--- config.mk ---
export PLATFORM = sky130hd
export DESIGN_NAME = vga_pattern_gen
export DESIGN_NICKNAME = d
export VERILOG_FILES = /design/src/rtl/vga_pattern_gen.sv
export SDC_FILE = /design/constraint.sdc
export NUM_CORES = 1
export LEC_CHECK = 0
export CAP_MARGIN = 10
export CORE_MARGIN = 4
export CORE_UTILIZATION = 30
export CTS_CLUSTER_SIZE = 12
export DETAILED_ROUTE_END_ITERATION = 8
export GPL_TIMING_DRIVEN = 0
export PLACE_DENSITY_LB_ADDON = 0.08
export REMOVE_ABC_BUFFERS = 1
export SLEW_MARGIN = 15
export SYNTH_ARGS = -nofsm -noshare
export SYNTH_HDL_FRONTEND = slang
export SYNTH_SLANG_ARGS = --single-unit
--- constraint.sdc ---
create_clock -name clk_25 -period 3.1 [get_ports clk_25]
set_input_delay 0.62 -clock clk_25 [delete_from_list [all_inputs] [get_ports clk_25]]
set_output_delay 0.62 -clock clk_25 [all_outputs]
set_load 0.01 [all_outputs]
--- src/rtl/vga_pattern_gen.sv ---
// ============================================================================
// Module   : vga_pattern_gen
// Brief    : 640x480 pattern stage (bars / checker / bouncing box / solid),
//            two-cycle pipeline with syncs aligned to rgb. Optional macro
//            VGA_PATTERN_BORDER_EN draws a white one-pixel frame border.
// Revision : 1.0  initial release
// ============================================================================
`default_nettype none

module vga_pattern_gen #(
  parameter int          BOX_SIZE  = 32,
  parameter int          SPEED     = 2,
  parameter logic [11:0] BOX_COLOR = 12'hF80,
  parameter logic [11:0] BG_COLOR  = 12'h008
) (
  input  logic        clk_25,
  input  logic        reset,
  input  logic        h_sync_in,
  input  logic        v_sync_in,
  input  logic [9:0]  coord_x,
  input  logic [9:0]  coord_y,
  input  logic        active_area,
  input  logic [1:0]  mode_sel,
  input  logic [11:0] solid_color,
  output logic [11:0] rgb,
  output logic        h_sync_out,
  output logic        v_sync_out,
  output logic        frame_tick
);

  localparam logic [1:0]  c_mode_bars    = 2'd0;
  localparam logic [1:0]  c_mode_checker = 2'd1;
  localparam logic [1:0]  c_mode_box     = 2'd2;
  localparam logic [1:0]  c_mode_solid   = 2'd3;
  localparam logic [10:0] c_lim_x        = 11'(640 - BOX_SIZE);
  localparam logic [10:0] c_lim_y        = 11'(480 - BOX_SIZE);
  localparam logic [10:0] c_speed        = 11'(SPEED);
  localparam logic [10:0] c_box_size     = 11'(BOX_SIZE);

  logic [9:0]  r_x, r_y;
  logic        r_act, r_hs, r_vs, r_tick;
  logic [1:0]  r_mode_in, r_mode;
  logic [11:0] r_solid_in, r_solid;
  logic [9:0]  r_box_x, r_box_y;
  logic        r_neg_x, r_neg_y;
  logic [10:0] w_next_x, w_next_y;
  logic        w_in_box;
  logic [11:0] w_bar, w_color;

  // Returns {direction_is_negative, next_position} for one axis.
  function automatic logic [10:0] next_axis(input logic [9:0] pos,
                                            input logic neg,
                                            input logic [10:0] lim);
    logic [10:0] sum;
    logic [10:0] res;
    sum = {1'b0, pos} + c_speed;
    if (!neg) begin
      if (sum >= lim) res = {1'b1, lim[9:0]};
      else            res = {1'b0, sum[9:0]};
    end else begin
      if ({1'b0, pos} <= c_speed) res = 11'd0;
      else                        res = {1'b1, pos - c_speed[9:0]};
    end
    return res;
  endfunction

  assign w_next_x   = next_axis(r_box_x, r_neg_x, c_lim_x);
  assign w_next_y   = next_axis(r_box_y, r_neg_y, c_lim_y);
  assign frame_tick = r_tick;

  always_ff @(posedge clk_25) begin
    if (reset) begin
      r_x        <= '0;
      r_y        <= '0;
      r_act      <= 1'b0;
      r_hs       <= 1'b0;
      r_vs       <= 1'b0;
      r_tick     <= 1'b0;
      r_mode_in  <= '0;
      r_solid_in <= '0;
    end else begin
      r_x        <= coord_x;
      r_y        <= coord_y;
      r_act      <= active_area;
      r_hs       <= h_sync_in;
      r_vs       <= v_sync_in;
      r_tick     <= (coord_x == 10'd0) && (coord_y == 10'd480);
      r_mode_in  <= mode_sel;
      r_solid_in <= solid_color;
    end
  end

  // Frame-boundary state: mode, colour and box move together on the tick.
  always_ff @(posedge clk_25) begin
    if (reset) begin
      r_mode  <= c_mode_bars;
      r_solid <= '0;
      r_box_x <= '0;
      r_box_y <= '0;
      r_neg_x <= 1'b0;
      r_neg_y <= 1'b0;
    end else if (r_tick) begin
      r_mode  <= r_mode_in;
      r_solid <= r_solid_in;
      r_box_x <= w_next_x[9:0];
      r_neg_x <= w_next_x[10];
      r_box_y <= w_next_y[9:0];
      r_neg_y <= w_next_y[10];
    end
  end

  always_comb begin
    w_bar = 12'h000;
    if      (r_x < 10'd80)  w_bar = 12'hFFF;
    else if (r_x < 10'd160) w_bar = 12'hFF0;
    else if (r_x < 10'd240) w_bar = 12'h0FF;
    else if (r_x < 10'd320) w_bar = 12'h0F0;
    else if (r_x < 10'd400) w_bar = 12'hF0F;
    else if (r_x < 10'd480) w_bar = 12'hF00;
    else if (r_x < 10'd560) w_bar = 12'h00F;
    else                    w_bar = 12'h000;
  end

  assign w_in_box = ({1'b0, r_x} >= {1'b0, r_box_x}) &&
                    ({1'b0, r_x} <  ({1'b0, r_box_x} + c_box_size)) &&
                    ({1'b0, r_y} >= {1'b0, r_box_y}) &&
                    ({1'b0, r_y} <  ({1'b0, r_box_y} + c_box_size));

  always_comb begin
    w_color = 12'h000;
    case (r_mode)
      c_mode_bars:    w_color = w_bar;
      c_mode_checker: w_color = (r_x[5] ^ r_y[5]) ? 12'hFFF : 12'h000;
      c_mode_box:     w_color = w_in_box ? BOX_COLOR : BG_COLOR;
      c_mode_solid:   w_color = r_solid;
      default:        w_color = 12'h000;
    endcase
`ifdef VGA_PATTERN_BORDER_EN
    if ((r_x == 10'd0) || (r_x == 10'd639) || (r_y == 10'd0) || (r_y == 10'd479))
      w_color = 12'hFFF;
`endif
  end

  always_ff @(posedge clk_25) begin
    if (reset) begin
      rgb        <= '0;
      h_sync_out <= 1'b0;
      v_sync_out <= 1'b0;
    end else begin
      rgb        <= r_act ? w_color : 12'h000;
      h_sync_out <= r_hs;
      v_sync_out <= r_vs;
    end
  end

endmodule

`default_nettype wire

==> metrics.txt <==
Worst setup EP type=flip-flop; die area=17200 um2; footprint of the multi-input gates=around 2600 um2; WL/cell=15.5 um; Clk pwr share=a little over two fifths; Synth Flop Type=dfxtp_1; pwr dens=about 450 nW/um2; Highest Clock Rate=approximately 400 MHz; clk slew on worst S/H paths=0.06 ns; Comb pwr share=about 11%; final hold violation count=0; largest net degree at the start of global routing=54; critical-path maximum fanout=9; hold_sp=r_vs$_SDFF_PP0_; period utilization=roughly four fifths; DP Area=between 5000 and 6000 um2; CTS resizes=0; fillcell total=1522; first-pass GRT wire length=just under 20000 um; vias in the first global route=between 3000 and 4000; XOR/XNOR Fraction of Synth Area=approximately 2.7%; Post-CTS Setup Inserts=0; GP Congestion=~0.8; CTS Root Cell=clkbuf_16; register share of total power=a little under half; Crit. Startpoint=r_box_y[1]$_SDFFE_PP0P_; vias=~3900; die height=131 um; I/O Pins=between 50 and 60; CP max-delay cell=dfxtp_1; CP Buf/Inv Count=1; Slew headroom=between 60% and 70%; ys async rst share=0%; CP peak stage delay=between 0.5 and 0.6 ns; Gate Count Post-Synth=527; Num CTS Buffers=9; Net count, final=640; post-DP HPWL=about 8500 um; TritonCTS clock tree=yes; Final setup viols=0; Initial DRC Count=approximately 220; TritonRoute pass-1 iters=4; Netlist cell types=70; Critical Path AT=~2.8 ns; fin area=approximately 5500 um2; CTS max path bufs=2; FF/Latch Area=~1700 um2; switching pwr=a little over 0.6 mW; Total Wirelength=11600 um; mapped cell area=~4600 um2; crit-path leading delay family=compound AO/OA/AOI/OAI gates; Post-DRT Antenna Nets=0; clk_skew=about 0.0035 ns; initial core utilization=between 30 and 40%; post-synthesis adder-cell area fraction=approximately a tenth; mux cell area share after synthesis=about 3.8%; post-synthesis register bit count=84; area delta synth->final=20.5%; Peak VDD IR=approximately 0.2 mV; CP Class=flip-flop to flip-flop; worst skew pair latency=approximately 0.34 ns; Simple-Gate Fraction of Synth Area=22.6%; clk sink count=84; max-cap violation count=0; largest family of logic cells by synthesized area=simple AND/OR/NAND/NOR gates; final core occ=37.3%; Residual DRC=0; CORE AREA=~15000 um2; Worst Hold Class=flip-flop to flip-flop; worst slew pin tran=~0.57 ns; Required @ worst endpoint=roughly 3.4 ns; # H-tree levels=3; # rows=between 40 and 50; Leakage=between 1.5 and 2 nW; switching share of power=between 20 and 25%; initial antenna violation count=0; Startpoint Class=flip-flop; sequential area share after synthesis=between 30% and 40%; share of cells above drive strength 1=roughly 5.7%; hold_buf cts=0; grt total ovfl=0; PortBufs=between 50 and 60; critical-path cell list=inv_1 > ha_1 > o2111a_1 > a211oi_1 > o21ai_0 > a22oi_1 > nand4_1 > a31oi_1; Slew Viols, Final=0; hold_ws=~0.44 ns; outcome=complete, no violations; syn_area_per_cell=approximately 8.6 um2; pre-CTS WS=0.553 ns; Yosys Warn Count=0; Final WS setup=about 0.60 ns; r2r startpoint=r_box_y[1]$_SDFFE_PP0P_; Die W=131 um; antenna diode instance count=0; Internal=1.88 mW; Post-synth EDFFs=0; Synth Area in Compound Gates=a little under a fifth; Vias/cell=5.16; total track usage=13.6%; RSZ-0062 raised after global routing=no; post-layout min period=2.50 ns
==> area by class of cell <==
cell class	count	share of cell area (%)
repair buffers	55	10.4
well taps	184	4.20
clock inverters	4	0.935
inverters	25	1.71
flip-flops and latches	84	30.7
clock buffers	10	4.17
multi-input cells	388	48.0
==> sequential cells by signal, indices dropped and copies added (netlist names), 2 cells and up <==
register	count
r_solid	12
r_solid_in	12
r_box_x	9
r_x	9
r_mode	2
r_y	9
r_mode_in	2
r_box_y	9
rgb	12
==> power groups by stage <==
stage	sequential [mW]	clock [mW]	combinational, mW
after floorplan	1.17	0	0.159
after global placement	1.18	0	0.283
after detailed placement	1.18	0	0.288
after CTS	1.15	1.10	0.290
after global routing	1.16	1.14	0.322
final	1.15	1.06	0.284
==> cell usage in the layout, fill, tap and decap left out, drive strengths merged, types with 2 or more instances in the layout <==
master          n
o21ai          33
o31a            2
o21a            2
buf             3
o211ai          4
o22ai           5
a21o            4
or4             3
ha             38
a221oi          2
nand4           9
a2bb2oi         2
nand3b          2
clkbuf         10
xnor2          13
nor4            6
a211oi          7
clkdlybuf4s50  52
nor3           20
a32o            2
a22oi           2
nand4b          3
a21oi          29
nand2          34
inv            26
nand3          17
a31oi          11
mux2i          16
or3             4
nor2           43
nor3b           2
o31ai           3
o32ai           2
dfxtp          84
and2            4
nor2b          40
nand2b          4
==> stage by stage <==
step | total power [mW] | TNS, ns | cells
3_3_place_gp | 1.46 | -46.60 | 734
5_1_grt | 2.62 | 0 | 750
2_1_floorplan | 1.33 | 0 | 497
3_5_place_dp | 1.46 | 0 | 736
6_report | 2.49 | 0 | 750
4_1_cts | 2.54 | 0 | 750
==> worst register-to-register path: stages (launching register included) <==
cell	delay (ns)
dfxtp_1	0.51
inv_1	0.14
ha_1	0.29
o2111a_1	0.23
a211oi_1	0.40
o21ai_0	0.16
a22oi_1	0.19
nand4_1	0.28
a31oi_1	0.24
==> worst paths after layout <==
kind,endpoint,slack [ns],depth (start not counted)
worst min-delay path,v_sync_out$_SDFF_PP0_,0.44,1
worst min register to register,v_sync_out$_SDFF_PP0_,0.44,1
worst max-delay path,rgb[11]$_SDFF_PP0_,0.60,8
worst max register to register,rgb[11]$_SDFF_PP0_,0.60,8
==> cells by family (layout without fill, tap and decap cells) <==
group / after synthesis / in the layout
fa+ha+maj: 39 / 39
xor+xnor: 14 / 14
simple gates: 195 / 195
flops: 84 / 84
buf+inv: 55 / 94
mux: 17 / 17
compound gates: 123 / 123
==> synthesized netlist by cell type, drive strengths merged, types with 16 or more instances <==
| master | instances | area [um2] |
|---|---|---|
| dfxtp | 84 | 1680 |
| nor2 | 43 | 161 |
| nor2b | 40 | 250 |
| ha | 38 | 475 |
| nand2 | 34 | 130 |
| o21ai | 33 | 165 |
| a21oi | 29 | 145 |
| inv | 25 | 93.8 |
| nor3 | 20 | 100 |
| nand3 | 17 | 85.1 |
| mux2i | 16 | 160 |
==> metal layers <==
layer / global-route usage [%] / part of all wire, % / routed length [um] / up-vias
li1: - / - / - / 1958
met1: 18.0 / 49 / 5720 / 1824
met2: 21.7 / 45 / 5220 / 75
met3: 2.91 / 4.0 / 463 / 11
met4: 5.54 / 1.6 / 181 / 0
met5: 0 / 0 / 0 / -
(Power assumes the default switching activity.)
